## config.mk

```make
export PLATFORM = sky130hd
export DESIGN_NAME = input_debounce
export DESIGN_NICKNAME = d
export VERILOG_FILES = /design/src/rtl/debounce_pkg.sv /design/src/rtl/debounce_chan.sv /design/src/rtl/input_debounce.sv
export SDC_FILE = /design/constraint.sdc
export NUM_CORES = 1
export LEC_CHECK = 0
export CAP_MARGIN = 20
export CORE_ASPECT_RATIO = 1.4
export CORE_MARGIN = 4
export CORE_UTILIZATION = 35
export CTS_CLUSTER_SIZE = 10
export DETAILED_ROUTE_END_ITERATION = 7
export DONT_BUFFER_PORTS = 1
export PLACE_DENSITY = 0.49
export SLEW_MARGIN = 20
export SYNTH_ARGS = -nofsm -noshare
export SYNTH_HDL_FRONTEND = slang
export SYNTH_SLANG_ARGS = --single-unit
export TNS_END_PERCENT = 30
```

## constraint.sdc

```tcl
create_clock -name clk -period 3.5 [get_ports clk]
set_clock_uncertainty 0.05 [all_clocks]
set_input_delay 0.7 -clock clk [delete_from_list [all_inputs] [get_ports clk]]
set_output_delay 0.7 -clock clk [all_outputs]
set_load 0.01 [all_outputs]
```

## src/rtl/debounce_pkg.sv

```systemverilog
// -----------------------------------------------------------------------------
// debounce_pkg
//   Shared types and helpers for the input_debounce block.
//   - db_state_t : per-channel debounce FSM state encoding
//   - cnt_width  : width of the stability counter for a given CNT_MAX
// -----------------------------------------------------------------------------
package debounce_pkg;

  typedef enum logic [1:0] {
    STABLE_LO = 2'd0,
    WAIT_HI   = 2'd1,
    STABLE_HI = 2'd2,
    WAIT_LO   = 2'd3
  } db_state_t;

  // The counter must be able to hold values up to CNT_MAX.
  function automatic int cnt_width(input int cnt_max);
    return $clog2(cnt_max + 1);
  endfunction

endpackage

```

## src/rtl/debounce_chan.sv

```systemverilog
// -----------------------------------------------------------------------------
// debounce_chan
//   One debounce channel: SYNC_STAGES-deep synchroniser, stability FSM with
//   counter, and optional registered rise/fall pulse flops.
//   Build option: define DEBOUNCE_EDGE_EN to generate rise_o/fall_o pulses;
//   otherwise the pulse flops are removed and both outputs are tied to 0.
// Ports
//   clk     in  1  rising-edge clock
//   rst_n   in  1  asynchronous active-low reset
//   btn_i   in  1  raw asynchronous input
//   level_o out 1  debounced level
//   rise_o  out 1  one-cycle pulse on level 0->1
//   fall_o  out 1  one-cycle pulse on level 1->0
// -----------------------------------------------------------------------------
module debounce_chan
  import debounce_pkg::*;
#(
  parameter int SYNC_STAGES = 2,
  parameter int CNT_MAX     = 16
) (
  input  logic clk,
  input  logic rst_n,
  input  logic btn_i,
  output logic level_o,
  output logic rise_o,
  output logic fall_o
);

  localparam int             CW   = cnt_width(CNT_MAX);
  localparam logic [CW-1:0]  LAST = CW'(CNT_MAX - 1);

  logic [SYNC_STAGES-1:0] r_sync;
  logic                   w_sync;
  db_state_t              r_state, w_state_nxt;
  logic [CW-1:0]          r_cnt, w_cnt_nxt;
  logic                   r_level, w_level_nxt;
  logic                   w_last;

  assign w_sync = r_sync[SYNC_STAGES-1];
  assign w_last = (r_cnt == LAST);

  always_comb begin
    w_state_nxt = r_state;
    w_cnt_nxt   = '0;
    w_level_nxt = r_level;
    unique case (r_state)
      STABLE_LO: begin
        if (w_sync) begin
          w_state_nxt = WAIT_HI;
          w_cnt_nxt   = CW'(1);
        end
      end
      WAIT_HI: begin
        // Any low sample rejects the candidate edge; count restarts from zero.
        if (!w_sync) begin
          w_state_nxt = STABLE_LO;
        end else if (w_last) begin
          w_state_nxt = STABLE_HI;
          w_level_nxt = 1'b1;
        end else begin
          w_cnt_nxt = r_cnt + CW'(1);
        end
      end
      STABLE_HI: begin
        if (!w_sync) begin
          w_state_nxt = WAIT_LO;
          w_cnt_nxt   = CW'(1);
        end
      end
      WAIT_LO: begin
        if (w_sync) begin
          w_state_nxt = STABLE_HI;
        end else if (w_last) begin
          w_state_nxt = STABLE_LO;
          w_level_nxt = 1'b0;
        end else begin
          w_cnt_nxt = r_cnt + CW'(1);
        end
      end
      default: begin
        w_state_nxt = STABLE_LO;
      end
    endcase
  end

  always_ff @(posedge clk or negedge rst_n) begin
    if (!rst_n) begin
      r_sync  <= '0;
      r_state <= STABLE_LO;
      r_cnt   <= '0;
      r_level <= 1'b0;
    end else begin
      r_sync  <= {r_sync[SYNC_STAGES-2:0], btn_i};
      r_state <= w_state_nxt;
      r_cnt   <= w_cnt_nxt;
      r_level <= w_level_nxt;
    end
  end

  assign level_o = r_level;

`ifdef DEBOUNCE_EDGE_EN
  logic r_rise, r_fall;
  logic w_rise_nxt, w_fall_nxt;

  // Pulses fire on the same edge that flips r_level, so they line up with it.
  assign w_rise_nxt = (r_state == WAIT_HI) && w_sync && w_last;
  assign w_fall_nxt = (r_state == WAIT_LO) && !w_sync && w_last;

  always_ff @(posedge clk or negedge rst_n) begin
    if (!rst_n) begin
      r_rise <= 1'b0;
      r_fall <= 1'b0;
    end else begin
      r_rise <= w_rise_nxt;
      r_fall <= w_fall_nxt;
    end
  end

  assign rise_o = r_rise;
  assign fall_o = r_fall;
`else
  assign rise_o = 1'b0;
  assign fall_o = 1'b0;
`endif

endmodule

```

## src/rtl/input_debounce.sv

```systemverilog
// -----------------------------------------------------------------------------
// input_debounce
//   Synchronises and debounces WIDTH raw button/switch inputs. Each channel is
//   an independent debounce_chan instance. level_o[0]/[1] feed the A/B inputs
//   of the downstream gate blocks.
//   Build option: define DEBOUNCE_EDGE_EN to enable rise_o/fall_o pulses;
//   without it both are held at 0 and level_o behaves identically.
// Ports
//   clk     in  1      rising-edge clock
//   rst_n   in  1      asynchronous active-low reset
//   btn_i   in  WIDTH  raw asynchronous inputs, active-high
//   level_o out WIDTH  debounced levels
//   rise_o  out WIDTH  one-cycle pulse per channel on 0->1
//   fall_o  out WIDTH  one-cycle pulse per channel on 1->0
// -----------------------------------------------------------------------------
module input_debounce
  import debounce_pkg::*;
#(
  parameter int WIDTH       = 2,
  parameter int SYNC_STAGES = 2,
  parameter int CNT_MAX     = 16
) (
  input  logic             clk,
  input  logic             rst_n,
  input  logic [WIDTH-1:0] btn_i,
  output logic [WIDTH-1:0] level_o,
  output logic [WIDTH-1:0] rise_o,
  output logic [WIDTH-1:0] fall_o
);

  for (genvar i = 0; i < WIDTH; i++) begin : g_chan
    debounce_chan #(
      .SYNC_STAGES (SYNC_STAGES),
      .CNT_MAX     (CNT_MAX)
    ) u_chan (
      .clk     (clk),
      .rst_n   (rst_n),
      .btn_i   (btn_i[i]),
      .level_o (level_o[i]),
      .rise_o  (rise_o[i]),
      .fall_o  (fall_o[i])
    );
  end

endmodule

```

==> results.txt <==
- Power Dens Cells: between 400 and 500 nW/um^2
- Of all nets on the critical path, the largest fanout is 3.
* Combinational family with the most area after synthesis: simple AND/OR/NAND/NOR gates
- Worst skew pair latency: 0.29 ns
- After layout, the design draws a total of slightly below 400 uW.
* R2R setup slack: 2.10 ns
- Derived from the worst setup path, the maximum achievable clock frequency is between 600 and 700 MHz.
- Across every metal layer, demand over resource in global routing totals 0.0901.
* Sinks on the clock net: 20
* Final TNS setup: 0 ns
- Data on the critical path arrives at its endpoint at ~0.73 ns.
- The number of endpoints with negative hold slack in the final report is 0.
* Net Sw Power: ~80 uW
* IR Drop Worst-Case VDD: 194 uV
* Part of the total power dissipated in sequential elements: 0.625
- Of the post-synthesis cell area, the dominant cell type holds 0.581.
* Proportion of total power due to net switching: 0.207
- Core Footprint: between 2000 and 2500 sq um
- Of the total synthesized cell area, the portion taken by full adders, half adders and majority gates is 0.0291.
- Post-placement worst setup slack: roughly 2.1 ns
- Summed over all layers, the routed wires come to 1.22 mm.
* Dominant cell type by area after synthesis: dfrtp_1
* Share of cell area taken by muxes after synthesis: 0.0291
- Number of global-route vias before repair: around 500
- Die outline area: ~3300 sq um
- Tightest Hold Check Type: flop to flop
- Count of endpoints failing setup in the final report: 0
- Combinational fraction of design power: 0.048
- Overall overflow remaining after global route: 0
- The worst setup path is captured at an output pin.
* CTS Buf Count: 3
- Top Ports: 10
* Average routed wire per standard cell: about 12 microns
- Leakage: between 0.0004 and 0.0005 uW
- Max-cap violations: 0
* Die width: about 50 microns
* Final Hold Slack: 0.310 ns
- Sequential cell area fraction in the yosys report: 0.581
- Maximum number of pins on one net before global-route repair: 21
* Clock tree from TritonCTS: done
* Number of buffers between clock root and the deepest sink: 2
* Number of vias in the routed layout: around 480
- Data required time at the worst endpoint: roughly 2.8 ns
- Clk root buf: clkbuf_4
* Die span in y: between 60 and 70 microns
- Post-synthesis cell type count: 25
- For this run, the detailed router's first-pass iteration total came to 4.
* NumNets Final: 84
- In the routed design, unresolved DRC markers number 0.
* Area growth, synth to finish: 5.81%
* Flip-flop and latch count after synthesis: 20
* Floorplan row count: 21
- Post-DRT Antenna Nets: 0
* Cell-internal power: 308 uW
- Mean post-synth cell area: around 12 sq um
- The worst path meets setup with approximately 2.0 ns of slack.
* Antenna diode count: 0
- Buffers placed on the I/O ports in this run total 0.
- The initial utilization of the core area, before any placement, comes to 0.364.
* Average vias per placed instance: around 4.8
- DR iter-0 viols: 9
- Ranked by total cell area, the synthesized netlist is headed by dfrtp_1 58%, buf_4 5.2%, xor2_1 4.1%, and2_1 2.9%, ha_1 2.9%.
* Kind of critical path: flop to output pin
- Minimum clock period: around 1.5 ns
- The finished cells cover ~900 sq um.
- Of the total power, the clock network draws 0.327.
- Of the total synthesized cell area, the portion taken by XOR and XNOR cells is 0.0610.
- Share of the clock period used by the worst path: 0.422
* Worst Setup Start Kind: flop
* Reg clk slew, reported paths: roughly 0.10 ns
- In this run the number of H-tree levels came out at 1.
* Routability congestion estimate: approximately 0.72
- For this run, the number of Yosys warnings is 0.
- The initial antenna violation count was 0.
- Post-DP Area: ~840 sq um
- The cell area that synthesis handed to floorplanning was about 860 sq um.
* First-pass GRT wire length: approximately 2.2 mm
- Summed over all nets, the half-perimeter wirelength after detailed placement is 855 microns.
- The number of setup buffers added after CTS is 0.
- Of the total synthesized cell area, the portion taken by AND, OR, NAND and NOR gates is 0.160.
- The cell count after synthesis came out at 74.
- The run finished with clean final reports.
* Final Max Slew Viols: 0
* Unrepaired setup endpoints after global routing: no
- Share of cells above drive strength 1: 0.0909
- Compound-gate portion of the synthesized area: 0.0523
## cells by family (layout without fill, tap and decap cells)
family,after synthesis,in the layout
fa+ha+maj,2,2
simple gates,25,25
buf+inv,11,11
other cells,1,4
compound gates,7,7
flops,20,20
mux,2,2
xor+xnor,6,6
## metrics by stage
stage               std cells   util
global route              100  0.385
global placement           93  0.357
floorplan                  77      -
finish                    100  0.385
CTS                        97  0.372
detailed placement         93  0.357
## final timing paths
| path | startpoint | end | cells past startpoint |
|---|---|---|---|
| setup / recovery | g_chan[1].u_chan.level_o | level_o[1] | 0 |
| hold / removal | g_chan[0].u_chan.r_sync[0] | g_chan[0].u_chan.r_sync[1] | 0 |
| setup reg to reg | g_chan[1].u_chan.r_cnt[0] | flop | 4 |
| hold reg to reg | g_chan[0].u_chan.r_sync[0] | g_chan[0].u_chan.r_sync[1] | 0 |
| max in group asynchronous | rst_n | g_chan[0].u_chan.r_cnt[0] | 1 |
| min in group asynchronous | rst_n | g_chan[0].u_chan.r_state[0] | 1 |
## power by group through the flow
| stage | clock (uW) | sequential (uW) | combinational, uW |
|---|---|---|---|
| after floorplan | 0 | 246 | 13.5 |
| after global routing | 150 | 244 | 22.3 |
| after CTS | 134 | 243 | 11.8 |
| after detailed placement | 0 | 247 | 11.6 |
| after global placement | 0 | 247 | 11.7 |
| final | 127 | 243 | 18.7 |
## cell usage after synthesis
cell       number
mux2_4          1
o21ai_0         2
a31oi_1         2
dfrtp_1        20
nor3b_1         1
and2_1          4
ha_1            2
buf_4           6
o41ai_1         1
mux2i_1         1
xor2_1          4
conb_1          1
buf_6           1
nor3_1          2
and3_1          1
and4b_1         1
xnor2_1         2
nor2_1          4
a2bb2oi_1       1
inv_1           4
nand2_1         5
nand3_1         5
nand2_2         1
a21oi_1         1
and4b_4         1
## what timing repair did
action,in CTS,in global routing
hold buffers,0,3
resized for setup,0,0
hold endpoints to repair,0,11
setup endpoints to repair,0,0
## cell type report
cell class / count / area, sq um
inverter: 4 / 15.0
sequential: 20 / 500
clock buffer: 4 / 36.3
fill: 227 / 1450
tap: 23 / 28.8
timing repair buffer: 3 / 30.0
multi-input combinational: 46 / 300
## state kept, by name (all words and copies together) (netlist names), named ones only
register,cells
g_chan.u_chan.r_cnt,10
g_chan.u_chan.r_sync,4
g_chan.u_chan.level_o,2
g_chan.u_chan.r_state,2
## placed cells by master (no fill, tap or decap)
| master | instances |
|---|---|
| dfrtp_1 | 20 |
| a2bb2oi_1 | 1 |
| nor2_1 | 4 |
| o21ai_0 | 2 |
| clkbuf_8 | 1 |
| nand3_1 | 5 |
| and4b_1 | 1 |
| xor2_1 | 4 |
| ha_1 | 2 |
| a31oi_1 | 2 |
| mux2i_1 | 1 |
| and2_1 | 4 |
| clkbuf_4 | 3 |
| xnor2_1 | 2 |
| nor3_1 | 2 |
| dlygate4sd3_1 | 3 |
| and3_1 | 1 |
| mux2_4 | 1 |
| nand2_1 | 5 |
| nor3b_1 | 1 |
| inv_1 | 4 |
| o41ai_1 | 1 |
| and4b_4 | 1 |
| conb_1 | 4 |
| nand2_2 | 1 |
| a21oi_1 | 1 |
## metal layers
layer	track usage	vias up	wire length (microns)
li1	-	243	-
met5	0	-	0
met1	0.114	225	578
met4	0.0519	0	14
met2	0.136	6	584
met3	0.0268	2	38
No activity file was read; power rests on OpenSTA's default activity.
